===== src/rtl/key_conditioner_pkg.sv =====
// Shared types and constants for the pushbutton/switch conditioning path.
package key_conditioner_pkg;

    typedef enum logic [1:0] {
        ST_IDLE,
        ST_DELAY,
        ST_REPEAT
    } repeatState_t;

    localparam int SYNC_STAGES = 2;

    function automatic int maxOf(input int a, input int b);
        return (a > b) ? a : b;
    endfunction

endpackage


===== src/rtl/key_channel.sv =====
// One input channel: synchroniser, counter debounce, press/release pulses and
// an optional auto-repeat state machine.
module key_channel
    import key_conditioner_pkg::*;
#(
    parameter bit ACTIVE_LOW      = 1'b1,
    parameter int DEBOUNCE_CYCLES = 50000,
    parameter int REPEAT_DELAY    = 25000000,
    parameter int REPEAT_PERIOD   = 5000000,
    parameter bit REPEAT_EN       = 1'b0
) (
    input  logic inClk,
    input  logic inRstn,
    input  logic inRaw,
    output logic outLevel,
    output logic outPress,
    output logic outRelease
);

    localparam int CNT_W  = $clog2(DEBOUNCE_CYCLES + 1);
    localparam int RCNT_W = $clog2(maxOf(REPEAT_DELAY, REPEAT_PERIOD) + 1);
    localparam logic [CNT_W-1:0]  CNT_LAST    = CNT_W'(DEBOUNCE_CYCLES - 1);
    localparam logic [RCNT_W-1:0] DELAY_LAST  = RCNT_W'(REPEAT_DELAY - 1);
    localparam logic [RCNT_W-1:0] PERIOD_LAST = RCNT_W'(REPEAT_PERIOD - 1);

    logic [SYNC_STAGES-1:0] r_sync;
    logic [CNT_W-1:0]       r_cnt;
    logic                   r_level;
    logic                   r_press;
    logic                   r_release;
    repeatState_t           r_state;
    logic [RCNT_W-1:0]      r_rcnt;

    logic                   w_syncLvl;
    logic                   w_differ;
    logic                   w_acceptPress;
    logic                   w_acceptRelease;
    repeatState_t           w_stateNext;
    logic [RCNT_W-1:0]      w_rcntNext;
    logic                   w_pressNext;

    // Synchroniser resets to the idle pin level so a held key is seen as a fresh press.
    always_ff @(posedge inClk or negedge inRstn) begin
        if (!inRstn) begin
            r_sync <= {SYNC_STAGES{ACTIVE_LOW}};
        end else begin
            r_sync <= {r_sync[SYNC_STAGES-2:0], inRaw};
        end
    end

    always_comb begin
        w_syncLvl       = r_sync[SYNC_STAGES-1] ^ ACTIVE_LOW;
        w_differ        = (w_syncLvl != r_level);
        w_acceptPress   = w_differ && (r_cnt == CNT_LAST) && w_syncLvl;
        w_acceptRelease = w_differ && (r_cnt == CNT_LAST) && !w_syncLvl;
    end

    always_ff @(posedge inClk or negedge inRstn) begin
        if (!inRstn) begin
            r_cnt     <= '0;
            r_level   <= 1'b0;
            r_press   <= 1'b0;
            r_release <= 1'b0;
        end else begin
            r_press   <= w_pressNext;
            r_release <= w_acceptRelease;
            if (!w_differ) begin
                r_cnt <= '0;
            end else if (r_cnt == CNT_LAST) begin
                r_level <= w_syncLvl;
                r_cnt   <= '0;
            end else begin
                r_cnt <= r_cnt + CNT_W'(1);
            end
        end
    end

    always_ff @(posedge inClk or negedge inRstn) begin
        if (!inRstn) begin
            r_state <= ST_IDLE;
            r_rcnt  <= '0;
        end else begin
            r_state <= w_stateNext;
            r_rcnt  <= w_rcntNext;
        end
    end

    // A release acceptance leaves the press pulse at its default, so it wins over a repeat tick.
    always_comb begin
        w_stateNext = r_state;
        w_rcntNext  = r_rcnt;
        w_pressNext = w_acceptPress;
        if (REPEAT_EN) begin
            case (r_state)
                ST_IDLE: begin
                    if (w_acceptPress) begin
                        w_stateNext = ST_DELAY;
                        w_rcntNext  = '0;
                    end
                end
                ST_DELAY: begin
                    if (w_acceptRelease) begin
                        w_stateNext = ST_IDLE;
                        w_rcntNext  = '0;
                    end else if (r_rcnt == DELAY_LAST) begin
                        w_stateNext = ST_REPEAT;
                        w_rcntNext  = '0;
                        w_pressNext = 1'b1;
                    end else begin
                        w_rcntNext = r_rcnt + RCNT_W'(1);
                    end
                end
                ST_REPEAT: begin
                    if (w_acceptRelease) begin
                        w_stateNext = ST_IDLE;
                        w_rcntNext  = '0;
                    end else if (r_rcnt == PERIOD_LAST) begin
                        w_rcntNext  = '0;
                        w_pressNext = 1'b1;
                    end else begin
                        w_rcntNext = r_rcnt + RCNT_W'(1);
                    end
                end
                default: begin
                    w_stateNext = ST_IDLE;
                    w_rcntNext  = '0;
                end
            endcase
        end
    end

    assign outLevel   = r_level;
    assign outPress   = r_press;
    assign outRelease = r_release;

endmodule


===== src/rtl/key_conditioner.sv =====
// Conditions WIDTH raw board keys/switches into clean level and pulse outputs,
// one independent key_channel per bit.
module key_conditioner
    import key_conditioner_pkg::*;
#(
    parameter int WIDTH           = 4,
    parameter bit ACTIVE_LOW      = 1'b1,
    parameter int DEBOUNCE_CYCLES = 50000,
    parameter int REPEAT_DELAY    = 25000000,
    parameter int REPEAT_PERIOD   = 5000000,
    parameter bit REPEAT_EN       = 1'b0
) (
    input  logic             inClk,
    input  logic             inRstn,
    input  logic [WIDTH-1:0] inRaw,
    output logic [WIDTH-1:0] outLevel,
    output logic [WIDTH-1:0] outPress,
    output logic [WIDTH-1:0] outRelease
);

    if (DEBOUNCE_CYCLES < 1) begin : g_badDebounce
        $error("key_conditioner: DEBOUNCE_CYCLES must be >= 1");
    end
    if (REPEAT_DELAY < 1) begin : g_badRepeatDelay
        $error("key_conditioner: REPEAT_DELAY must be >= 1");
    end
    if (REPEAT_PERIOD < 1) begin : g_badRepeatPeriod
        $error("key_conditioner: REPEAT_PERIOD must be >= 1");
    end
    if (SYNC_STAGES < 2) begin : g_badSync
        $error("key_conditioner: SYNC_STAGES must be >= 2");
    end

    for (genvar i = 0; i < WIDTH; i++) begin : g_channel
        key_channel #(
            .ACTIVE_LOW      (ACTIVE_LOW),
            .DEBOUNCE_CYCLES (DEBOUNCE_CYCLES),
            .REPEAT_DELAY    (REPEAT_DELAY),
            .REPEAT_PERIOD   (REPEAT_PERIOD),
            .REPEAT_EN       (REPEAT_EN)
        ) u_channel (
            .inClk      (inClk),
            .inRstn     (inRstn),
            .inRaw      (inRaw[i]),
            .outLevel   (outLevel[i]),
            .outPress   (outPress[i]),
            .outRelease (outRelease[i])
        );
    end

endmodule


===== config.mk =====
export PLATFORM = sky130hd
export DESIGN_NAME = key_conditioner
export DESIGN_NICKNAME = d
export VERILOG_FILES = /design/src/rtl/key_conditioner_pkg.sv /design/src/rtl/key_channel.sv /design/src/rtl/key_conditioner.sv
export SDC_FILE = /design/constraint.sdc
export NUM_CORES = 1
export LEC_CHECK = 0
export BUFFER_PORTS_ARGS = -buffer_cell sky130_fd_sc_hd__clkbuf_2
export CORE_MARGIN = 4
export CORE_UTILIZATION = 61
export DETAILED_ROUTE_END_ITERATION = 8
export GPL_TIMING_DRIVEN = 0
export PLACE_DENSITY = 0.81
export SKIP_CTS_REPAIR_TIMING = 1
export SLEW_MARGIN = 20
export SYNTH_ARGS = -nofsm -noshare
export SYNTH_HDL_FRONTEND = slang
export SYNTH_SLANG_ARGS = --single-unit

===== constraint.sdc =====
create_clock -name inClk -period 2.8 [get_ports inClk]
set_clock_uncertainty 0.05 [all_clocks]
set_input_delay 0.28 -clock inClk [delete_from_list [all_inputs] [get_ports inClk]]
set_output_delay 0.28 -clock inClk [all_outputs]
set_load 0.05 [all_outputs]

==> summary.md, run 1 <==
| Metric | Value |
|---|---|
| Initial Util | 0.639 |
| Average cell area after synthesis | 10.3 sq um |
| Drt first-iter violations | 108 |
| PortBufs | 17 |
| Largest family of logic cells by synthesized area | simple AND/OR/NAND/NOR gates |
| Synth Area in Simple Gates | 0.250 |
| Leak pwr | 1.81 nW |
| HP Class | reg2reg |
| Peak supply drop | 0.346 mV |
| Total power | 0.00210 W |
| Synth async-reset ratio | 1.00 |
| FP Rows | 28 |
| Commonest cells after routing, fill and taps aside | 76 x dfrtp_1, 70 x nor2_1, 41 x xnor2_1, 24 x nand2_1 |
| Compound-cell area share of the yosys netlist | 0.00785 |
| DRC Markers | 0 |
| Reg clk slew, reported paths | 0.08 ns |
| Setup crit start | g_channel[2].u_channel.r_cnt[0]$_DFF_PN0_ |
| Worst-Margin Slew | 0.510 ns |
| Nets | 414 |
| Cell Chain, Critical Path | ha_1, and3_1, clkbuf_1, nand4_1, nand2_1, clkbuf_1, nor2_1 |
| Post-route insts no fill | 484 |
| Worst path max stage delay | 0.40 ns |
| Drt pass-1 iters | 5 |
| Worst setup EP type | register |
| Post-Synth XOR/XNOR Area | 0.135 |
| Flops & latches, synth | 84 |
| Final hold vios | 0 |
| Die area | 0.00761 sq mm |
| Setup Viol. Count Final | 0 |
| Vias in the first global route | 2,564 |
| Drt wl/cell | 13.6 um |
| Synth Area in Adders | 0.0131 |
| Max transition margin | 0.660 |
| Cells after DPL | 463 |
| First-pass GRT wire length | 11.6 mm |
| Post-Synthesis Cells | 370 |
| Post-synthesis mux area share | 0 |
| Max-slew violations | 0 |
| Worst path required time | 2.97 ns |
| Arrival time of the worst setup path | 2.47 ns |
| Die width | 87.2 um |
| RSZ-0062 raised after global routing | no |
| Top FF cell, synth | dfrtp_1 |
| Commonest non-fill, non-tap cell in the layout | dfrtp_1 |
| Setup TNS | 0 ns |
| Synth top area share | 0.497 |
| Layout cells sized above 1 | 0.134 |
| GR Overflow Total | 0 |
| YS warnings | 0 |
| Chip Height | 87.2 um |
| Crit path launch type | register |
| Status | finished clean |
| PwrDens | 494 mW/mm^2 |
| Vias/cell | 5.47 |
| CTS tree | built |
| Fillers | 448 |
| Area leader, netlist | dfrtp_1 |
| Cell mode on critical path | clkbuf_1 |
| Largest net degree at the start of global routing | 50 |
| Io pins | 18 |
| CTS H-tree depth | 3 |
| Maximum clock rate | 436 MHz |
| Bufs and invs on worst path | 2 |
| RR Startpoint | g_channel[2].u_channel.r_cnt[0]$_DFF_PN0_ |
| Root buf cell | clkbuf_8 |
| Final hold slack | 0.302 ns |
| Area Growth Syn to Fin | 11.3% |
| Slowest CP cell | dfrtp_1 |
| Worst Hold Launch | g_channel[1].u_channel.r_sync[0]$_DFF_PN1_ |
| Crit-path max FO | 10 |
| Post-synth EDFFs | 0 |
| Fin crit period | 2.29 ns |
| Mapped cell area | 0.00383 sq mm |
| Synth top area cells | dfrtp_1 50%, xnor2_1 9.4%, nor2_1 6.9% |
| Initial antenna violation count | 0 |
| Synth unique cells | 29 |
| Vias | 2,648 |
| Final ANT Viol Nets | 0 |
| Fin crit share | 0.819 |
| Clock Tree Buf Depth | 2 |
| GP Congestion | 0.842 |
| Crit Path Category | reg2reg |
| Ant. Diodes | 0 |
| Routed wire length | 6.59 mm |
| Clock Sinks | 84 |
| Register area share after synthesis | 0.552 |
| Synthesized Nets | 380 |
| Clock latency on the worst-skew pair | 0.35 ns |
| Core box area | 0.00599 sq mm |
| Crit-path leading delay family | simple AND/OR/NAND/NOR gates |
| Fin util | 0.711 |
| Post-detail-place hpwl | 4.57 mm |
| CTS Buf Count | 9 |
| Max_cap viols | 0 |
| Total GRT Usage | 0.197 |
## metrics by stage
stage	setup slack (ns)	cell area, sq um
2_1_floorplan	0.850	3830
3_3_place_gp	0.600	4010
3_5_place_dp	0.523	4040
4_1_cts	0.493	4210
5_1_grt	0.345	4260
6_report	0.507	4260
## area by class of cell
type,instances,area [sq um],area share
repair buffers,23,165,0.0388
inverters,7,26.3,0.00617
clock buffers,14,163,0.0382
clock inverters,2,10.0,0.00235
flip-flops and latches,84,2110,0.496
plain buffers,21,136,0.0320
multi-input cells,258,1550,0.365
well taps,75,93.8,0.0220
## routing by layer
layer	share of wire	GRT usage	vias to the layer above
li1	-	-	1312
met3	0.041	0.0738	12
met1	0.47	0.259	1274
met4	0.014	0.0600	0
met5	0	0	-
met2	0.47	0.308	50
## flip-flops by register name, indices dropped and copies added (netlist names)
signal,count
g_channel.u_channel.outLevel,4
g_channel.u_channel.outRelease,4
g_channel.u_channel.outPress,4
g_channel.u_channel.r_cnt,64
g_channel.u_channel.r_sync,8
## Yosys cell counts (8+ instances only)
cell     count
nor3_1      13
xnor2_1     41
nand3_1     20
dfstp_2      8
dfrtp_1     76
nand4_1     20
nor4_1      15
nand2_1     24
and3_1       8
nor2_1      70
buf_4       12
xor2_1      18
## report_power, final
part	switching [W]	leakage [nW]	internal, W
clock network	0.000399	0.0905	0.000369
registers	0.0000191	1.14	0.00124
logic	0.0000503	0.583	0.0000300
## worst paths after layout
kind                                                               to  slack, ns  depth (start not counted)
setup / recovery            g_channel[2].u_channel.r_cnt[9]$_DFF_PN0_       0.51                          7
hold / removal             g_channel[1].u_channel.r_sync[1]$_DFF_PN1_       0.30                          0
setup reg to reg            g_channel[2].u_channel.r_cnt[9]$_DFF_PN0_       0.51                          7
hold reg to reg            g_channel[1].u_channel.r_sync[1]$_DFF_PN1_       0.30                          0
max in group asynchronous  g_channel[1].u_channel.r_sync[0]$_DFF_PN1_       1.63                          3
min in group asynchronous  g_channel[3].u_channel.r_cnt[10]$_DFF_PN0_       0.41                          2
## cell families after synthesis
logic type / after synthesis
DFF: 84
adders and majority gates: 4
xor gates and xnor gates: 59
AOI/OAI and AO/OA: 6
buffers and inverters: 28
and+or+nand+nor: 189
No activity file was read; power rests on OpenSTA's default activity.
==> run 2: changes to the inputs <==
Clock period 2.8 ns to 2.2 ns, I/O delays scaled along.
==> summary.md, run 2 (synthesized netlist as in run 1, its figures left out) <==
| Metric | Value |
|---|---|
| Status | finished clean (unchanged) |
| Slowest CP cell | or4_1 (was dfrtp_1) |
| Clock latency on the worst-skew pair | 0.35 ns (about the same) |
| HP Class | reg2reg (unchanged) |
| First-pass GRT wire length | 11.6 mm (unchanged) |
| CTS H-tree depth | 3 (unchanged) |
| Worst setup EP type | register (unchanged) |
| Area Growth Syn to Fin | 11.2% (was 11.3%) |
| Crit-path leading delay family | simple AND/OR/NAND/NOR gates (unchanged) |
| Leak pwr | 1.81 nW (about the same) |
| Crit Path Category | reg2reg (unchanged) |
| Final hold vios | 0 (unchanged) |
| Fin crit share | 0.955 (was 0.819) |
| Chip Height | 87.2 um (unchanged) |
| Layout cells sized above 1 | 0.143 (was 0.134) |
| Met3 global-route usage | 0.0738 (unchanged) |
| GR Overflow Total | 0 (unchanged) |
| Vias | 2,642 (was 2,648) |
| Vias in the first global route | 2,564 (unchanged) |
| Clock Tree Buf Depth | 2 (unchanged) |
| Met1 GRT Util | 0.259 (unchanged) |
| Clock Sinks | 84 (unchanged) |
| Cell Chain, Critical Path | or4b_1, or4_1, buf_2, nand2_4, buf_8, nor2_1 (was ha_1, and3_1, clkbuf_1, nand4_1, nand2_1, clkbuf_1, nor2_1) |
| Fin crit period | 2.10 ns (was 2.29 ns) |
| Post-place setup slack | -0.0771 ns (was 0.523 ns) |
| Drt first-iter violations | 101 (was 108) |
| Drt pass-1 iters | 4 (was 5) |
| Ant. Diodes | 0 (unchanged) |
| Drt wl/cell | 13.6 um (about the same) |
| Root buf cell | clkbuf_8 (unchanged) |
| Core box area | 0.00599 sq mm (unchanged) |
| RSZ-0062 raised after global routing | yes (was no) |
| Max transition margin | 0.660 (about the same) |
| Routing usage on met2 | 0.308 (unchanged) |
| CTS tree | built (unchanged) |
| Crit-path max FO | 10 (unchanged) |
| Maximum clock rate | 476 MHz (was 436 MHz) |
| Register-to-Register Path Depth | 6 (was 7) |
| Top Registers | g_channel.u_channel.r_cnt: 64 flops, g_channel.u_channel.r_sync: 8 flops (unchanged) |
| Worst-Margin Slew | 0.510 ns (about the same) |
| Peak supply drop | 0.458 mV (was 0.346 mV) |
| Vias/cell | 5.48 (was 5.47) |
| Final hold slack | 0.302 ns (about the same) |
| Post-detail-place hpwl | 4.57 mm (unchanged) |
| DRC Markers | 0 (unchanged) |
| Worst path required time | 2.40 ns (was 2.97 ns) |
| Largest net degree at the start of global routing | 50 (unchanged) |
| Reg clk slew, reported paths | 0.08 ns (about the same) |
| Setup Viol. Count Final | 0 (unchanged) |
| FP Rows | 28 (unchanged) |
| PwrDens | 630 mW/mm^2 (was 494 mW/mm^2) |
| GP Congestion | 0.842 (unchanged) |
| Fillers | 453 (was 448) |
| Io pins | 18 (unchanged) |
| GRT Max-Usage Layer | met2 (unchanged) |
| Commonest non-fill, non-tap cell in the layout | dfrtp_1 (unchanged) |
| Final WS setup | 0.0999 ns (was 0.507 ns) |
| Nets | 412 (was 414) |
| Largest register FFs | 64 (unchanged) |
| Die width | 87.2 um (unchanged) |
| Total GRT Usage | 0.197 (unchanged) |
| Max_cap viols | 0 (unchanged) |
| Crit path launch type | register (unchanged) |
| Min-Delay Path Depth | 0 (unchanged) |
| Worst path max stage delay | 0.54 ns (was 0.40 ns) |
| Routed wire length | 6.56 mm (was 6.59 mm) |
| Arrival time of the worst setup path | 2.30 ns (was 2.47 ns) |
| Bufs and invs on worst path | 2 (unchanged) |
| Commonest cells after routing, fill and taps aside | 75 x dfrtp_1, 70 x nor2_1, 41 x xnor2_1, 23 x nand2_1 (was 76 x dfrtp_1, 70 x nor2_1, 41 x xnor2_1, 24 x nand2_1) |
| Final ANT Viol Nets | 0 (unchanged) |
| Die area | 0.00761 sq mm (unchanged) |
| Reg2reg setup slack | 0.1 ns (was 0.51 ns) |
| CTS Buf Count | 9 (unchanged) |
| Initial Util | 0.639 (unchanged) |
| Max-slew violations | 0 (unchanged) |
| Initial antenna violation count | 0 (unchanged) |
| Stages on worst setup path | 6 (was 7) |
| Most flop-heavy register | g_channel.u_channel.r_cnt (unchanged) |
| PortBufs | 17 (unchanged) |
run 2: area by class of cell:
type	count	area (sq um)	share of cell area
Sequential cell	84	2110	0.496
Buffer	19	130	0.0306
Inverter	7	26.3	0.00617
Clock inverter	2	10.0	0.00235
Clock buffer	14	163	0.0382
Multi-Input combinational cell	258	1560	0.365
Tap cell	75	93.8	0.0220
Timing Repair Buffer	23	165	0.0388
run 2: worst paths after layout:
kind	start	to
hold / removal	g_channel[1].u_channel.r_sync[0]$_DFF_PN1_	g_channel[1].u_channel.r_sync[1]$_DFF_PN1_
hold reg to reg	g_channel[1].u_channel.r_sync[0]$_DFF_PN1_	g_channel[1].u_channel.r_sync[1]$_DFF_PN1_
setup / recovery	g_channel[1].u_channel.r_cnt[12]$_DFF_PN0_	g_channel[1].u_channel.r_cnt[14]$_DFF_PN0_
max in group asynchronous	inRstn	g_channel[0].u_channel.r_sync[1]$_DFF_PN1_
min in group asynchronous	inRstn	g_channel[3].u_channel.r_cnt[10]$_DFF_PN0_
setup reg to reg	g_channel[1].u_channel.r_cnt[12]$_DFF_PN0_	g_channel[1].u_channel.r_cnt[14]$_DFF_PN0_
run 2: power by group:
part	leakage, nW	internal [W]	switching (W)
registers	1.13	0.00157	0.0000244
clock network	0.0905	0.000470	0.000511
logic	0.584	0.0000379	0.0000630
run 2: through the flow:
step | TNS, ns | cells | total power (W) | instance area [sq um] | utilization
2_1_floorplan | 0 | 370 | 0.00167 | 3830 | -
3_3_place_gp | -0.000170 | 462 | 0.00172 | 4010 | 0.669
3_5_place_dp | -0.564 | 463 | 0.00173 | 4040 | 0.674
4_1_cts | -0.829 | 479 | 0.00271 | 4210 | 0.703
5_1_grt | -0.0591 | 482 | 0.00281 | 4260 | 0.711
6_report | 0 | 482 | 0.00268 | 4260 | 0.711
run 2: metal layers:
metal	share of wire	vias to the layer above
li1	-	1312
met1	0.47	1268
met2	0.47	50
met3	0.040	12
met4	0.012	0
met5	0	-
==> run 3: changes to the inputs <==
--- a/config.mk
+++ b/config.mk
@@ -12,3 +12,3 @@
 export GPL_TIMING_DRIVEN = 0
-export PLACE_DENSITY = 0.81
+export PLACE_DENSITY_LB_ADDON = 0.2
 export SKIP_CTS_REPAIR_TIMING = 1
--- a/constraint.sdc
+++ b/constraint.sdc
@@ -4,2 +4,2 @@
 set_output_delay 0.22 -clock inClk [all_outputs]
-set_load 0.05 [all_outputs]
+set_load 0.02 [all_outputs]
==> summary.md, run 3 (synthesized netlist as in run 1, its figures left out) <==
| Metric | Value |
|---|---|
| Status | finished clean (unchanged) |
| Max transition margin | 0.630 (was 0.660) |
| Net Sw Power | 0.000609 W (was 0.000598 W) |
| Peak supply drop | 0.437 mV (was 0.458 mV) |
| Drt wl/cell | 13.8 um (was 13.6 um) |
| Reg clk slew, reported paths | 0.08 ns (about the same) |
| Final ANT Viol Nets | 0 (unchanged) |
| Switching Share | 0.217 (was 0.223) |
| Final hold slack | 0.308 ns (was 0.302 ns) |
| Area Growth Syn to Fin | 12.2% (was 11.2%) |
| Storage cell area | 0.00211 sq mm (about the same) |
| GR Overflow Total | 0 (unchanged) |
| Arrival time of the worst setup path | 2.30 ns (about the same) |
| Commonest non-fill, non-tap cell in the layout | dfrtp_1 (unchanged) |
| Crit Path Category | reg2reg (unchanged) |
| CTS H-tree depth | 3 (unchanged) |
| Leak pwr | 1.82 nW (was 1.81 nW) |
| Sequential power share | 0.569 (was 0.596) |
| Vias in the first global route | 2,666 (was 2,564) |
| Setup Viol. Count Final | 0 (unchanged) |
| Largest register FFs | 64 (unchanged) |
| Comb pwr share | 0.036 (was 0.038) |
| Die width | 87.2 um (unchanged) |
| Initial antenna violation count | 0 (unchanged) |
| Chip Height | 87.2 um (unchanged) |
| Fin crit share | 0.962 (was 0.955) |
| Multi-input logic area | 0.00156 sq mm (unchanged) |
| Most flop-heavy register | g_channel.u_channel.r_cnt (unchanged) |
| DRC Markers | 0 (unchanged) |
| Post-route insts no fill | 484 (was 482) |
| Crit path launch type | register (unchanged) |
| Drt pass-1 iters | 4 (unchanged) |
| FP Rows | 28 (unchanged) |
| Fillers | 437 (was 453) |
| Clock latency on the worst-skew pair | 0.35 ns (about the same) |
| Initial Util | 0.639 (unchanged) |
| Ant. Diodes | 0 (unchanged) |
| Clock Tree Buf Depth | 2 (unchanged) |
| Power share of the clock group | 0.395 (was 0.366) |
| PwrDens | 654 mW/mm^2 (was 630 mW/mm^2) |
| Final hold vios | 0 (unchanged) |
| Worst-Margin Slew | 0.556 ns (was 0.510 ns) |
| CTS tree | built (unchanged) |
| Maximum clock rate | 473 MHz (was 476 MHz) |
| Nets | 414 (was 412) |
| Worst path required time | 2.39 ns (was 2.40 ns) |
| Root buf cell | clkbuf_8 (unchanged) |
| First-pass GRT wire length | 12.0 mm (was 11.6 mm) |
| Top Registers | g_channel.u_channel.r_cnt: 64 flops, g_channel.u_channel.r_sync: 8 flops (unchanged) |
| P_int | 0.00220 W (was 0.00208 W) |
| CTS Buf Count | 9 (unchanged) |
| Max-slew violations | 0 (unchanged) |
| Crit-path max FO | 10 (unchanged) |
| Fin crit period | 2.12 ns (was 2.10 ns) |
| RSZ-0062 raised after global routing | no (was yes) |
| GP Congestion | 0.860 (was 0.842) |
| Drt first-iter violations | 115 (was 101) |
| HP Class | reg2reg (unchanged) |
| Layout cells sized above 1 | 0.147 (was 0.143) |
| Post-detail-place hpwl | 4.49 mm (was 4.57 mm) |
| Die area | 0.00761 sq mm (unchanged) |
| Routed wire length | 6.69 mm (was 6.56 mm) |
| Core box area | 0.00599 sq mm (unchanged) |
| Clock Sinks | 84 (unchanged) |
| Worst setup EP type | register (unchanged) |
| Cells after DPL | 463 (unchanged) |
| Max_cap viols | 0 (unchanged) |
| Largest net degree at the start of global routing | 45 (was 50) |
| Total GRT Usage | 0.203 (was 0.197) |
| PortBufs | 17 (unchanged) |
| Vias/cell | 5.55 (was 5.48) |
| Vias | 2,688 (was 2,642) |
| Commonest cells after routing, fill and taps aside | 76 x dfrtp_1, 70 x nor2_1, 41 x xnor2_1, 23 x nand2_1 (was 75 x dfrtp_1, 70 x nor2_1, 41 x xnor2_1, 23 x nand2_1) |
| Total power | 0.00281 W (was 0.00268 W) |
| Io pins | 18 (unchanged) |
## run 3: cell types whose count changed in the layout (fill, tap and decap cells not counted), sizes merged
cell,change
buf,+2
bufinv,+1
clkbuf,-1
clkinv,-2
clkinvlp,+2
## run 3: power groups by stage
| stage | Combinational [W] | Sequential [W] | Clock [W] |
|---|---|---|---|
| after global placement | 0.0000898 | 0.00163 | 0 |
| after CTS | 0.000100 | 0.00160 | 0.00113 |
| final | 0.000102 | 0.00160 | 0.00111 |
| after global routing | 0.000120 | 0.00160 | 0.00121 |
| after detailed placement | 0.0000970 | 0.00163 | 0 |
| after floorplan | 0.0000452 | 0.00162 | 0 |
## run 3: layout make-up
cell class,instances,area share
Buffer,19,0.0303
Tap cell,75,0.0219
Timing Repair Buffer,25,0.0402
Clock inverter,3,0.0105
Clock buffer,13,0.0370
Inverter,7,0.00612
Multi-Input combinational cell,258,0.362
Sequential cell,84,0.492
## run 3: worst max-delay path, cell delays in order (launching register included)
cell and delay, ns:
dfrtp_1 0.47, or4b_1 0.49, or4_1 0.53, buf_2 0.18, nand2_4 0.11, buf_8 0.14, nor2_1 0.05
## run 3: through the flow
step	utilization	cell area [sq um]	setup WS [ns]	setup TNS, ns
floorplan	-	3830	0.250	0
global placement	0.669	4010	-0.0120	-0.0696
detailed placement	0.673	4030	-0.0396	-0.320
CTS	0.707	4230	-0.0697	-0.609
global route	0.717	4290	0.0101	0
finish	0.717	4290	0.0845	0
## run 3: layer usage
layer | share of wire | GRT usage | vias to the layer above
met1 | 0.47 | 0.267 | 1308
met4 | 0.021 | 0.103 | 0
met5 | 0 | 0 | -
li1 | - | - | 1322
met2 | 0.48 | 0.320 | 47
met3 | 0.030 | 0.0445 | 11
## run 3: worst paths after layout
kind / startpoint / to / slack, ns / cells after the start
setup / recovery: g_channel[1].u_channel.r_cnt[4]$_DFF_PN0_ / g_channel[1].u_channel.r_cnt[13]$_DFF_PN0_ / 0.08 / 6
hold / removal: g_channel[3].u_channel.r_sync[0]$_DFF_PN1_ / g_channel[3].u_channel.r_sync[1]$_DFF_PN1_ / 0.31 / 0
setup reg to reg: g_channel[1].u_channel.r_cnt[4]$_DFF_PN0_ / g_channel[1].u_channel.r_cnt[13]$_DFF_PN0_ / 0.08 / 6
hold reg to reg: g_channel[3].u_channel.r_sync[0]$_DFF_PN1_ / g_channel[3].u_channel.r_sync[1]$_DFF_PN1_ / 0.31 / 0
max in group asynchronous: inRstn / g_channel[0].u_channel.r_sync[1]$_DFF_PN1_ / 1.06 / 3
min in group asynchronous: inRstn / g_channel[3].u_channel.r_cnt[12]$_DFF_PN0_ / 0.37 / 2
